===== src/rtl/mem_dump_sequencer.sv =====
// Debug-side memory dump controller: walks the data memory debug read port and
// streams every word MSB-first, one byte at a time, to the UART transmitter.
module mem_dump_sequencer #(
    parameter int NBITS     = 32,
    parameter int MEM_WORDS = 32,
    parameter int ADDR_STEP = 4
) (
    input  logic             i_clk,
    input  logic             i_rst,
    input  logic             i_start,
    input  logic             i_halted,
    input  logic [NBITS-1:0] i_dbg_data,
    input  logic             i_tx_done,
    output logic [NBITS-1:0] o_dbg_addr,
    output logic [7:0]       o_tx_data,
    output logic             o_tx_start,
    output logic             o_busy,
    output logic             o_done
);

    localparam int BYTES = NBITS / 8;
    localparam int IDX_W = (MEM_WORDS > 1) ? $clog2(MEM_WORDS) : 1;
    localparam int CNT_W = (BYTES > 1) ? $clog2(BYTES) : 1;

    typedef enum logic [2:0] {
        S_IDLE,
        S_LOAD,
        S_SEND,
        S_WAIT,
        S_NEXT,
        S_DONE
    } state_t;

    state_t           r_state;
    logic [NBITS-1:0] r_dbg_addr;
    logic [NBITS-1:0] r_shift;
    logic [7:0]       r_tx_data;
    logic             r_tx_start;
    logic             r_busy;
    logic             r_done;
    logic [IDX_W-1:0] r_word_idx;
    logic [CNT_W-1:0] r_byte_cnt;

    logic [NBITS-1:0] w_shift_next;
    logic             w_last_byte;
    logic             w_last_word;

    assign w_shift_next = r_shift << 8;
    assign w_last_byte  = (r_byte_cnt == CNT_W'(BYTES - 1));
    assign w_last_word  = (r_word_idx == IDX_W'(MEM_WORDS - 1));

    // Outputs are loaded on the edge that enters their state, so every output is
    // a plain register; losing i_halted overrides any other transition.
    always_ff @(posedge i_clk or posedge i_rst) begin
        if (i_rst) begin
            r_state    <= S_IDLE;
            r_dbg_addr <= '0;
            r_shift    <= '0;
            r_tx_data  <= '0;
            r_tx_start <= 1'b0;
            r_busy     <= 1'b0;
            r_done     <= 1'b0;
            r_word_idx <= '0;
            r_byte_cnt <= '0;
        end else begin
            r_tx_start <= 1'b0;
            r_done     <= 1'b0;
            if (r_state != S_IDLE && !i_halted) begin
                r_state <= S_IDLE;
                r_busy  <= 1'b0;
            end else begin
                case (r_state)
                    S_IDLE: begin
                        if (i_start && i_halted) begin
                            r_state    <= S_LOAD;
                            r_busy     <= 1'b1;
                            r_word_idx <= '0;
                            r_dbg_addr <= '0;
                        end
                    end
                    S_LOAD: begin
                        r_shift    <= i_dbg_data;
                        r_byte_cnt <= '0;
                        r_tx_data  <= i_dbg_data[NBITS-1 -: 8];
                        r_tx_start <= 1'b1;
                        r_state    <= S_SEND;
                    end
                    S_SEND: begin
                        r_state <= S_WAIT;
                    end
                    S_WAIT: begin
                        if (i_tx_done) begin
                            r_shift    <= w_shift_next;
                            r_byte_cnt <= r_byte_cnt + CNT_W'(1);
                            if (w_last_byte) begin
                                r_state <= S_NEXT;
                            end else begin
                                r_tx_data  <= w_shift_next[NBITS-1 -: 8];
                                r_tx_start <= 1'b1;
                                r_state    <= S_SEND;
                            end
                        end
                    end
                    S_NEXT: begin
                        if (w_last_word) begin
                            r_state <= S_DONE;
                            r_done  <= 1'b1;
                        end else begin
                            r_word_idx <= r_word_idx + IDX_W'(1);
                            r_dbg_addr <= r_dbg_addr + NBITS'(ADDR_STEP);
                            r_state    <= S_LOAD;
                        end
                    end
                    S_DONE: begin
                        r_state <= S_IDLE;
                        r_busy  <= 1'b0;
                    end
                    default: begin
                        r_state <= S_IDLE;
                        r_busy  <= 1'b0;
                    end
                endcase
            end
        end
    end

    assign o_dbg_addr = r_dbg_addr;
    assign o_tx_data  = r_tx_data;
    assign o_tx_start = r_tx_start;
    assign o_busy     = r_busy;
    assign o_done     = r_done;

endmodule


===== config.mk =====
export PLATFORM = sky130hd
export DESIGN_NAME = mem_dump_sequencer
export DESIGN_NICKNAME = d
export VERILOG_FILES = /design/src/rtl/mem_dump_sequencer.sv
export SDC_FILE = /design/constraint.sdc
export NUM_CORES = 1
export LEC_CHECK = 0
export BUFFER_PORTS_ARGS = -buffer_cell sky130_fd_sc_hd__buf_2
export CAP_MARGIN = 20
export CORE_MARGIN = 1
export CORE_UTILIZATION = 46
export CTS_BUF_LIST = sky130_fd_sc_hd__clkbuf_4
export DETAILED_ROUTE_END_ITERATION = 7
export PLACE_DENSITY = 0.66
export SLEW_MARGIN = 10
export SYNTH_ARGS = -nofsm -noshare
export SYNTH_HDL_FRONTEND = slang
export SYNTH_SLANG_ARGS = --single-unit

===== constraint.sdc =====
create_clock -name i_clk -period 3.9 [get_ports i_clk]
set_input_delay 0.78 -clock i_clk [delete_from_list [all_inputs] [get_ports i_clk]]
set_output_delay 0.78 -clock i_clk [all_outputs]
set_load 0.02 [all_outputs]

Word level (Yosys, flattened, before mapping)
Index checks and enable logic that the tools add are counted.
- register bits after elaboration: 77
- output and inout port bits: 43
- word-level logic and storage cells: 68
- input bits: 37
- bits in latches: 0
- memory bits (writable): 0
- memories: 0
- ROM bits: 0
- shift operators: 0
- eq/ne operators: 13
- $mul: 0
- div/mod/pow operators: 0
- reductions and logical operators: 13
- magnitude comparators: 0
- $add $sub $neg: 3
- multiplexer cells: 29
- bitwise logic cells: 1
- operators by type and width (cell ; count):
    32-bit 2-to-1 mux ; 2
    32-bit one-hot mux with 2 select lines ; 1
    24-bit one-hot mux with 2 select lines ; 1
    32-bit by 3-bit adder with 32-bit output (second input constant) ; 1
    24-bit 2-to-1 mux ; 1
    8-bit 2-to-1 mux ; 2
    8-bit one-hot mux with 2 select lines ; 1
    3-bit 2-to-1 mux ; 5
    3-bit one-hot mux with 5 select lines ; 1
    5-bit 2-to-1 mux ; 2
    5-bit one-hot mux with 2 select lines ; 1
    1-bit 2-to-1 mux ; 8
    2-bit != test (second input constant) ; 4
    4-bit AND reduction ; 2
    3-bit by 2-bit == test with 1-bit output (second input constant) ; 2
    3-bit != test (second input constant) ; 2
    5-bit by 1-bit adder with 5-bit output (second input constant) ; 1
    5-bit == test (second input constant) ; 1
    1-bit one-hot mux with 2 select lines ; 2
    2-bit one-hot mux with 2 select lines ; 1
    2-bit AND reduction ; 2
    2-bit nonzero test ; 2
    4-bit OR reduction ; 1
    3-bit by 1-bit == test with 1-bit output (second input constant) ; 1
    11 further kinds ; 12

Logic depth before layout (Yosys ltp)
Gate-level depths: netlist of run 1.
- depth after elaboration: 5
- depth in mapped cells: 10
- gate-level depth less buffers: 8

Least setup slack after synthesis of run 1
OpenSTA, ideal clock, no wires.
- path type: input to register
- start: in i_halted
- end: reg r_dbg_addr[27] (netlist: o_dbg_addr[27])
- path slack: 1216 ps
- setup time: 66 ps
- data required time: 3834 ps
- path buffers: 2
- cell stages on the path: 7
- arrival: 2618 ps
- path through: or3b_4 -> a21o_1 -> buf_6 -> or4b_1 -> buf_2 -> or4_1 -> nand2_1
- word-level cells in the longest chain between the ends: 4
- elaborated cells between the ends (all ways): 6
- those cells by class: eq/ne: 1; bitwise: 1; reduce/logical: 4
- RTL lines (element ; line ; text):
    start: declaration ; 11 ; input logic i_halted,
    parallel branches: the longest is 3 deep, another holds 2-bit != test ; n/a ;
    4-bit AND reduction (no source line) * ; n/a ;
    end signal: assignment ; 110 ; r_dbg_addr <= r_dbg_addr + NBITS'(ADDR_STEP);
    end: declaration ; 35 ; logic [NBITS-1:0] r_dbg_addr;
Every way passes the cells marked *.
A chain may end at the register's enable or synchronous reset.

Worst setup path after layout of run 1
- start: reg r_word_idx[0]
- end: reg r_dbg_addr[27] (netlist: o_dbg_addr[27])
- word-level cells in the longest chain between the ends: 3
- RTL lines (element ; line ; text):
    start: declaration ; 41 ; logic [IDX_W-1:0] r_word_idx;
    start signal: assignment ; 109 ; r_word_idx <= r_word_idx + IDX_W'(1);
    5-bit == test ; 50 ; assign w_last_word = (r_word_idx == IDX_W'(MEM_WORDS - 1));
    2-bit != test (no source line) ; n/a ;
    4-bit AND reduction (no source line) ; n/a ;
No other way between the ends.

==> results.cfg, run 1 <==
[clocking]
cts_setup_buffers = 0
clk_pin_slew_ns = 0.12
cts_tree = built
cts_sinks = 75
cts_resized = 0
root_buffer = clkbuf_4
cts_buffers = 9
insertion_delay_ns = 0.41
hold_buffers = 0
clk_path_buf_depth = 2
htreeDepth = 3

[critical_path]
crit_required_ns = 4.25
critPathKind = reg2reg
slowest_stage = or4b_1
end_kind = flip-flop
reg2reg_slack_ns = 1.15
path_cells = ha_1 > and3_1 > ha_1 > nand2b_1 > a21o_1 > or4b_1 > or4_1 > nand2_1
worst_r2r_path_depth = 8
max_stage_delay_ns = 0.68
cp_num_buf_inv = 0
cp-start-kind = flip-flop
crit_fanout = 9
cp_common_cell = ha_1
arrival_ns = 3.11
cp_top_family = simple AND/OR/NAND/NOR gates
rr_startpoint = r_word_idx[0]
reg2reg_to = o_dbg_addr[27]

[global_route]
use_met2_pct = 28.1
globalRouteMet1Util_pct = 27.9
grt_use_total_pct = 19.3
grt_pass1_wl_mm = 12.7
grt_max_degree = 51
grt_pass1_vias = 2710
met3_usage_pct = 3.35
grt_busiest_layer = met2
antenna_found_initial = 0
grt_overflow = 0

[route]
vias = 2973
drcViolationCount = 0
final_antenna_net_count = 0
first_pass_iters = 6
postRouteWirelength_mm = 7.56
avgRoutedWirePerCell_um = 13.3
drtIter0Drc = 114
via_per_inst = 5.23

[timing]
fin_hold_ws_ns = 0.407
max_slew.worst_pin.slew_ns = 0.743
post-route-period-util_pct = 70.6
drv_slew = 0
setup_viol = 0
min_period_ns = 2.75
max_freq_mhz = 363
rsz0062_at_grt = no
setup-tns-final_ns = 0
hold_viol = 0
relSlewSlack_pct = 50.5
fin_worst_skew_ns = 0.00930

[synth]
yosysSeqAreaShare_pct = 51.3
yosysUniqueCellTypes = 41
synth-edff-count = 0
synth_top_family_by_area = simple AND/OR/NAND/NOR gates
synthSimpleGateAreaFrac_pct = 20.8
post_synth_fa_ha_maj_area_fraction_pct = 1.37
synth_seq_cells = 75
syn_area_um2 = 3660
syn_avg_cell_area_um2 = 9.38
syn_inst = 390
synth_compound_area_share_pct = 11.8
async_flop_share_pct = 100
yosysWarnings = 0
yosys-mux-area-fraction_pct = 7.12
synth_xor_area_share_pct = 3.83
synthFlopType = dfrtp_1

[die]
dieHeight_um = 91.2
num_rows = 32
die_x_um = 91.2
coreArea_um2 = 7730
dieArea_um2 = 8310
io_pins = 80
start_util_pct = 47.3

[final_layout]
final_nets = 503
antenna_cells = 0
multi_input_area_um2 = 1650
final_core_util_pct = 55.2
fillers = 717
drive_above_1_share_pct = 22.1
regArea_um2 = 1880
syn_to_final_growth_pct = 16.6

[placed_design]
gp_congestion = 0.770
port_buffers = 77
hpwl_mm = 5.23

[job]
maxCapViolCount = 0

[pwr]
max-vdd-ir-drop_v = 0.000150
power.density_nw_per_um2 = 404
power_leakage_nw = 2.19

[hold_path]
hold_path_class = in2async

[status]
outcome = complete, no violations
-- worst max path at each step --
stage / from / endpoint / slack, ns / depth (start not counted)
3_5_place_dp: i_halted / o_dbg_addr[27] / 1.09 / 6
6_report: r_word_idx[0] / o_dbg_addr[27] / 1.15 / 8
5_1_grt: r_word_idx[0] / o_dbg_addr[31] / 1.01 / 8
4_1_cts: r_word_idx[0] / o_dbg_addr[27] / 1.16 / 8
3_3_place_gp: i_halted / o_dbg_addr[27] / 1.12 / 6
2_1_floorplan: i_rst / o_busy / 1.21 / 1
-- sequential cells by signal, indices dropped and copies added (netlist names) --
register / flops
o_done: 1
o_dbg_addr: 30
r_shift: 24
o_tx_start: 1
o_tx_data: 8
r_word_idx: 5
r_state: 3
r_byte_cnt: 2
o_busy: 1
-- synthesized netlist by cell type (2+ instances only) --
cell type	instances	share of area [%]
a21oi_1	16	2.2
nand2b_1	11	1.9
buf_2	3	0.41
or2_2	2	0.34
buf_4	2	0.41
ha_1	4	1.4
buf_1	2	0.21
a21o_1	3	0.62
nand2_1	57	5.9
nand3_1	9	1.2
nor3_1	10	1.4
mux2i_1	26	7.1
o31ai_1	3	0.62
dfrtp_1	75	51
inv_1	6	0.62
nor2b_1	2	0.34
nor4_1	4	0.68
or3_1	4	0.68
clkbuf_1	15	1.5
nand4_1	11	1.9
o21ai_0	47	6.4
and4_1	3	0.72
xnor2_1	12	2.9
and3_1	5	0.86
xor2_1	4	0.96
nor2_1	39	4.0
-- placed cells by master (no fill, tap or decap), types with 3 or more instances in the layout --
cell / synthesis / final
ha_1: 4 / 4
nand2_1: 57 / 57
a21o_1: 3 / 3
or3_1: 4 / 4
xor2_1: 4 / 4
mux2i_1: 26 / 26
and4_1: 3 / 3
a21oi_1: 16 / 16
nand3_1: 9 / 9
inv_1: 6 / 5
nand2b_1: 11 / 11
dfrtp_1: 75 / 75
clkbuf_4: 0 / 9
nor4_1: 4 / 4
nor3_1: 10 / 10
xnor2_1: 12 / 12
o31ai_1: 3 / 3
buf_4: 2 / 7
nand4_1: 11 / 11
o21ai_0: 47 / 47
and3_1: 5 / 5
buf_2: 3 / 77
nor2_1: 39 / 39
-- per-stage QoR --
step                      total power, mW  setup slack (ns)  area, um2  instances
after detailed placement             1.22              1.09       4110        552
final                                1.72              1.15       4270        568
after global placement               1.21              1.12       4110        552
after CTS                            1.74              1.16       4260        567
after global routing                 1.82              1.01       4270        568
after floorplan                      1.13              1.21       3660        391
-- metal layers --
| layer | vias to the layer above | wire [um] |
|---|---|---|
| met5 | - | 0 |
| met4 | 0 | 141 |
| met3 | 12 | 264 |
| met2 | 60 | 3390 |
| met1 | 1411 | 3760 |
| li1 | 1490 | - |
-- where the power goes --
| group | switching (mW) | internal, mW |
|---|---|---|
| Sequential | 0.0618 | 0.880 |
| Combinational | 0.152 | 0.104 |
| Clock | 0.272 | 0.252 |
-- layout make-up --
| class | instances | area share, % |
|---|---|---|
| tap | 102 | 2.99 |
| clock inverter | 6 | 1.91 |
| inverter | 6 | 0.528 |
| timing repair buffer | 84 | 10.3 |
| sequential | 75 | 44.0 |
| clock buffer | 9 | 1.58 |
| multi-input combinational | 286 | 38.7 |
-- logic make-up (layout without fill, tap and decap cells) --
kind of cell	count (synthesis)	count (layout)
AND/OR/NAND/NOR	161	161
AO/OA/AOI/OAI	77	77
flip-flops	75	75
buffers and inverters	30	105
multiplexers	26	26
XOR/XNOR	16	16
adder cells (fa/ha/maj)	4	4
other	1	2
-- tightest hold or removal path, cell delays in order --
cell   delay (ns)
buf_2        0.10
inv_2        0.04
buf_4        0.31
(Power assumes the default switching activity.)
==> inputs of run 2 (changes only) <==
==> constraint.sdc (replaced) <==
create_clock -name i_clk -period 2.65 [get_ports i_clk]
set_input_delay 0.53 -clock i_clk [delete_from_list [all_inputs] [get_ports i_clk]]
set_output_delay 0.53 -clock i_clk [all_outputs]
set_load 0.02 [all_outputs]
==> run 2 against run 1 <==
Combinational power rose by 55%; utilization rose by 0.55 points; count of clock-buffer cells in the layout did not move; die area did not move; clock power rose by 15%; via count rose by 3.6%; sequential cell count did not move; largest cell class unchanged; global-route usage rose by 0.44 points; setup slack got worse by 1.0 ns.
==> results.cfg, run 2 (synthesis results as in run 1) <==
[pwr]
internal_power_mw = 1.64
p_sw_share_pct = 31.0
pwr-share-seq_pct = 58.0
finalPower_mw = 2.38
max-vdd-ir-drop_v = 0.000252
power.density_nw_per_um2 = 552
p_clk_share_pct = 25.4
p_comb_share_pct = 16.7
p_sw_mw = 0.736
power_leakage_nw = 2.21

[critical_path]
cp-start-kind = flip-flop
end_kind = flip-flop
crit_fanout = 9
crit_required_ns = 3.00
slowest_stage = or4b_4
max_stage_delay_ns = 0.55
critPathKind = reg2reg
path_cells = ha_2 > and3_1 > ha_1 > nand2b_1 > a21o_1 > or4b_4 > or4_1 > nand2_1
arrival_ns = 2.86
reg2reg_slack_ns = 0.14

[route]
first_pass_iters = 4
vias = 3080
avgRoutedWirePerCell_um = 13.5
final_antenna_net_count = 0
drtIter0Drc = 137
postRouteWirelength_mm = 7.81
drcViolationCount = 0
via_per_inst = 5.34

[final_layout]
final_nets = 511
final_core_util_pct = 55.7
layout_common_cells = buf_2 (77), dfrtp_1 (75), nand2_1 (57)
layout_commonest_cell = buf_2
antenna_cells = 0
syn_to_final_growth_pct = 17.8
largest_reg_flops = 30
drive_above_1_share_pct = 24.0
fillers = 752

[clocking]
cts_buffers = 9
clk_pin_slew_ns = 0.13
cts_sinks = 75
hold_buffers = 0
cts_tree = built
root_buffer = clkbuf_4
htreeDepth = 3
clk_path_buf_depth = 2
insertion_delay_ns = 0.42
cts_setup_buffers = 0

[timing]
relSlewSlack_pct = 50.6
drv_slew = 0
setup_viol = 0
max_freq_mhz = 398
fin_hold_ws_ns = 0.169
hold_viol = 0
fin_worst_skew_ns = 0.0164
post-route-period-util_pct = 94.7
min_period_ns = 2.51
max_slew.worst_pin.slew_ns = 0.741
rsz0062_at_grt = no

[placed_design]
gp_congestion = 0.780
hpwl_mm = 5.40
port_buffers = 77

[global_route]
grt_pass1_wl_mm = 13.2
antenna_found_initial = 0
grt_use_total_pct = 19.7
grt_overflow = 0
grt_pass1_vias = 2843
grt_max_degree = 76

[die]
coreArea_um2 = 7730
dieHeight_um = 91.2
start_util_pct = 47.3
io_pins = 80
dieArea_um2 = 8310
num_rows = 32
die_x_um = 91.2

[hold_path]
hold_path_class = in2async

[job]
maxCapViolCount = 0

[status]
outcome = complete, no violations
-- run 2: cell count changes in the layout (fill, tap and decap cells not counted), sizes merged --
| cell | change |
|---|---|
| clkinvlp | +2 |
| clkinv | +1 |
| bufinv | -2 |
| buf | +8 |
-- run 2: through the flow --
stage	TNS, ns	worst slack (ns)	cells	cell area (um2)
6_report	0	0.141	577	4310
5_1_grt	0	0.0238	577	4310
4_1_cts	0	0.0709	577	4310
3_5_place_dp	-0.00368	-0.00368	561	4190
3_3_place_gp	0	0.0540	561	4190
2_1_floorplan	0	0.00705	391	3670
-- run 2: worst paths after layout --
check | startpoint | end | cells after the start
worst min register to register | r_word_idx[4] | r_word_idx[4] | 2
min in group i_clk | i_dbg_data[6] | r_shift[6] | 3
worst min-delay path | i_rst | o_dbg_addr[17] | 3
worst max-delay path | r_word_idx[1] | o_dbg_addr[27] | 8
max in group asynchronous | i_rst | r_shift[20] | 3
worst max register to register | r_word_idx[1] | o_dbg_addr[27] | 8
-- run 2: area by class of cell --
type,count,area [um2],share of cell area (%)
clock buffer,9,67.6,1.57
sequential,75,1880,43.6
tap,102,128,2.96
timing repair buffer,92,510,11.9
multi-input combinational,286,1660,38.5
inverter,6,22.5,0.523
clock inverter,7,45.0,1.05
-- run 2: power groups by stage --
stage	logic (mW)	registers (mW)	clock network, mW
floorplan	0.226	1.43	0
global placement	0.389	1.39	0
detailed placement	0.403	1.40	0
CTS	0.404	1.38	0.631
global route	0.450	1.40	0.663
finish	0.397	1.38	0.602
-- run 2: repair_timing --
item | 4_1_cts | 5_1_grt
pin swaps | 0 | 1
endpoints found under the setup margin | 4 | 1
resized for setup | 1 | 0
-- run 2: metal layers --
layer	part of all wire, %	routed length [um]	global-route usage [%]
met1	50	3880	28.1
met2	45	3490	29.6
met3	3.8	295	3.18
met4	1.9	148	8.99
met5	0	0	0
-- run 2: critical path: cells and delay by family (launching register included) --
kind	cells	cell delay [ns]
simple gates	5	1.46
flops	1	0.42
fa+ha+maj	2	0.39
compound gates	1	0.20
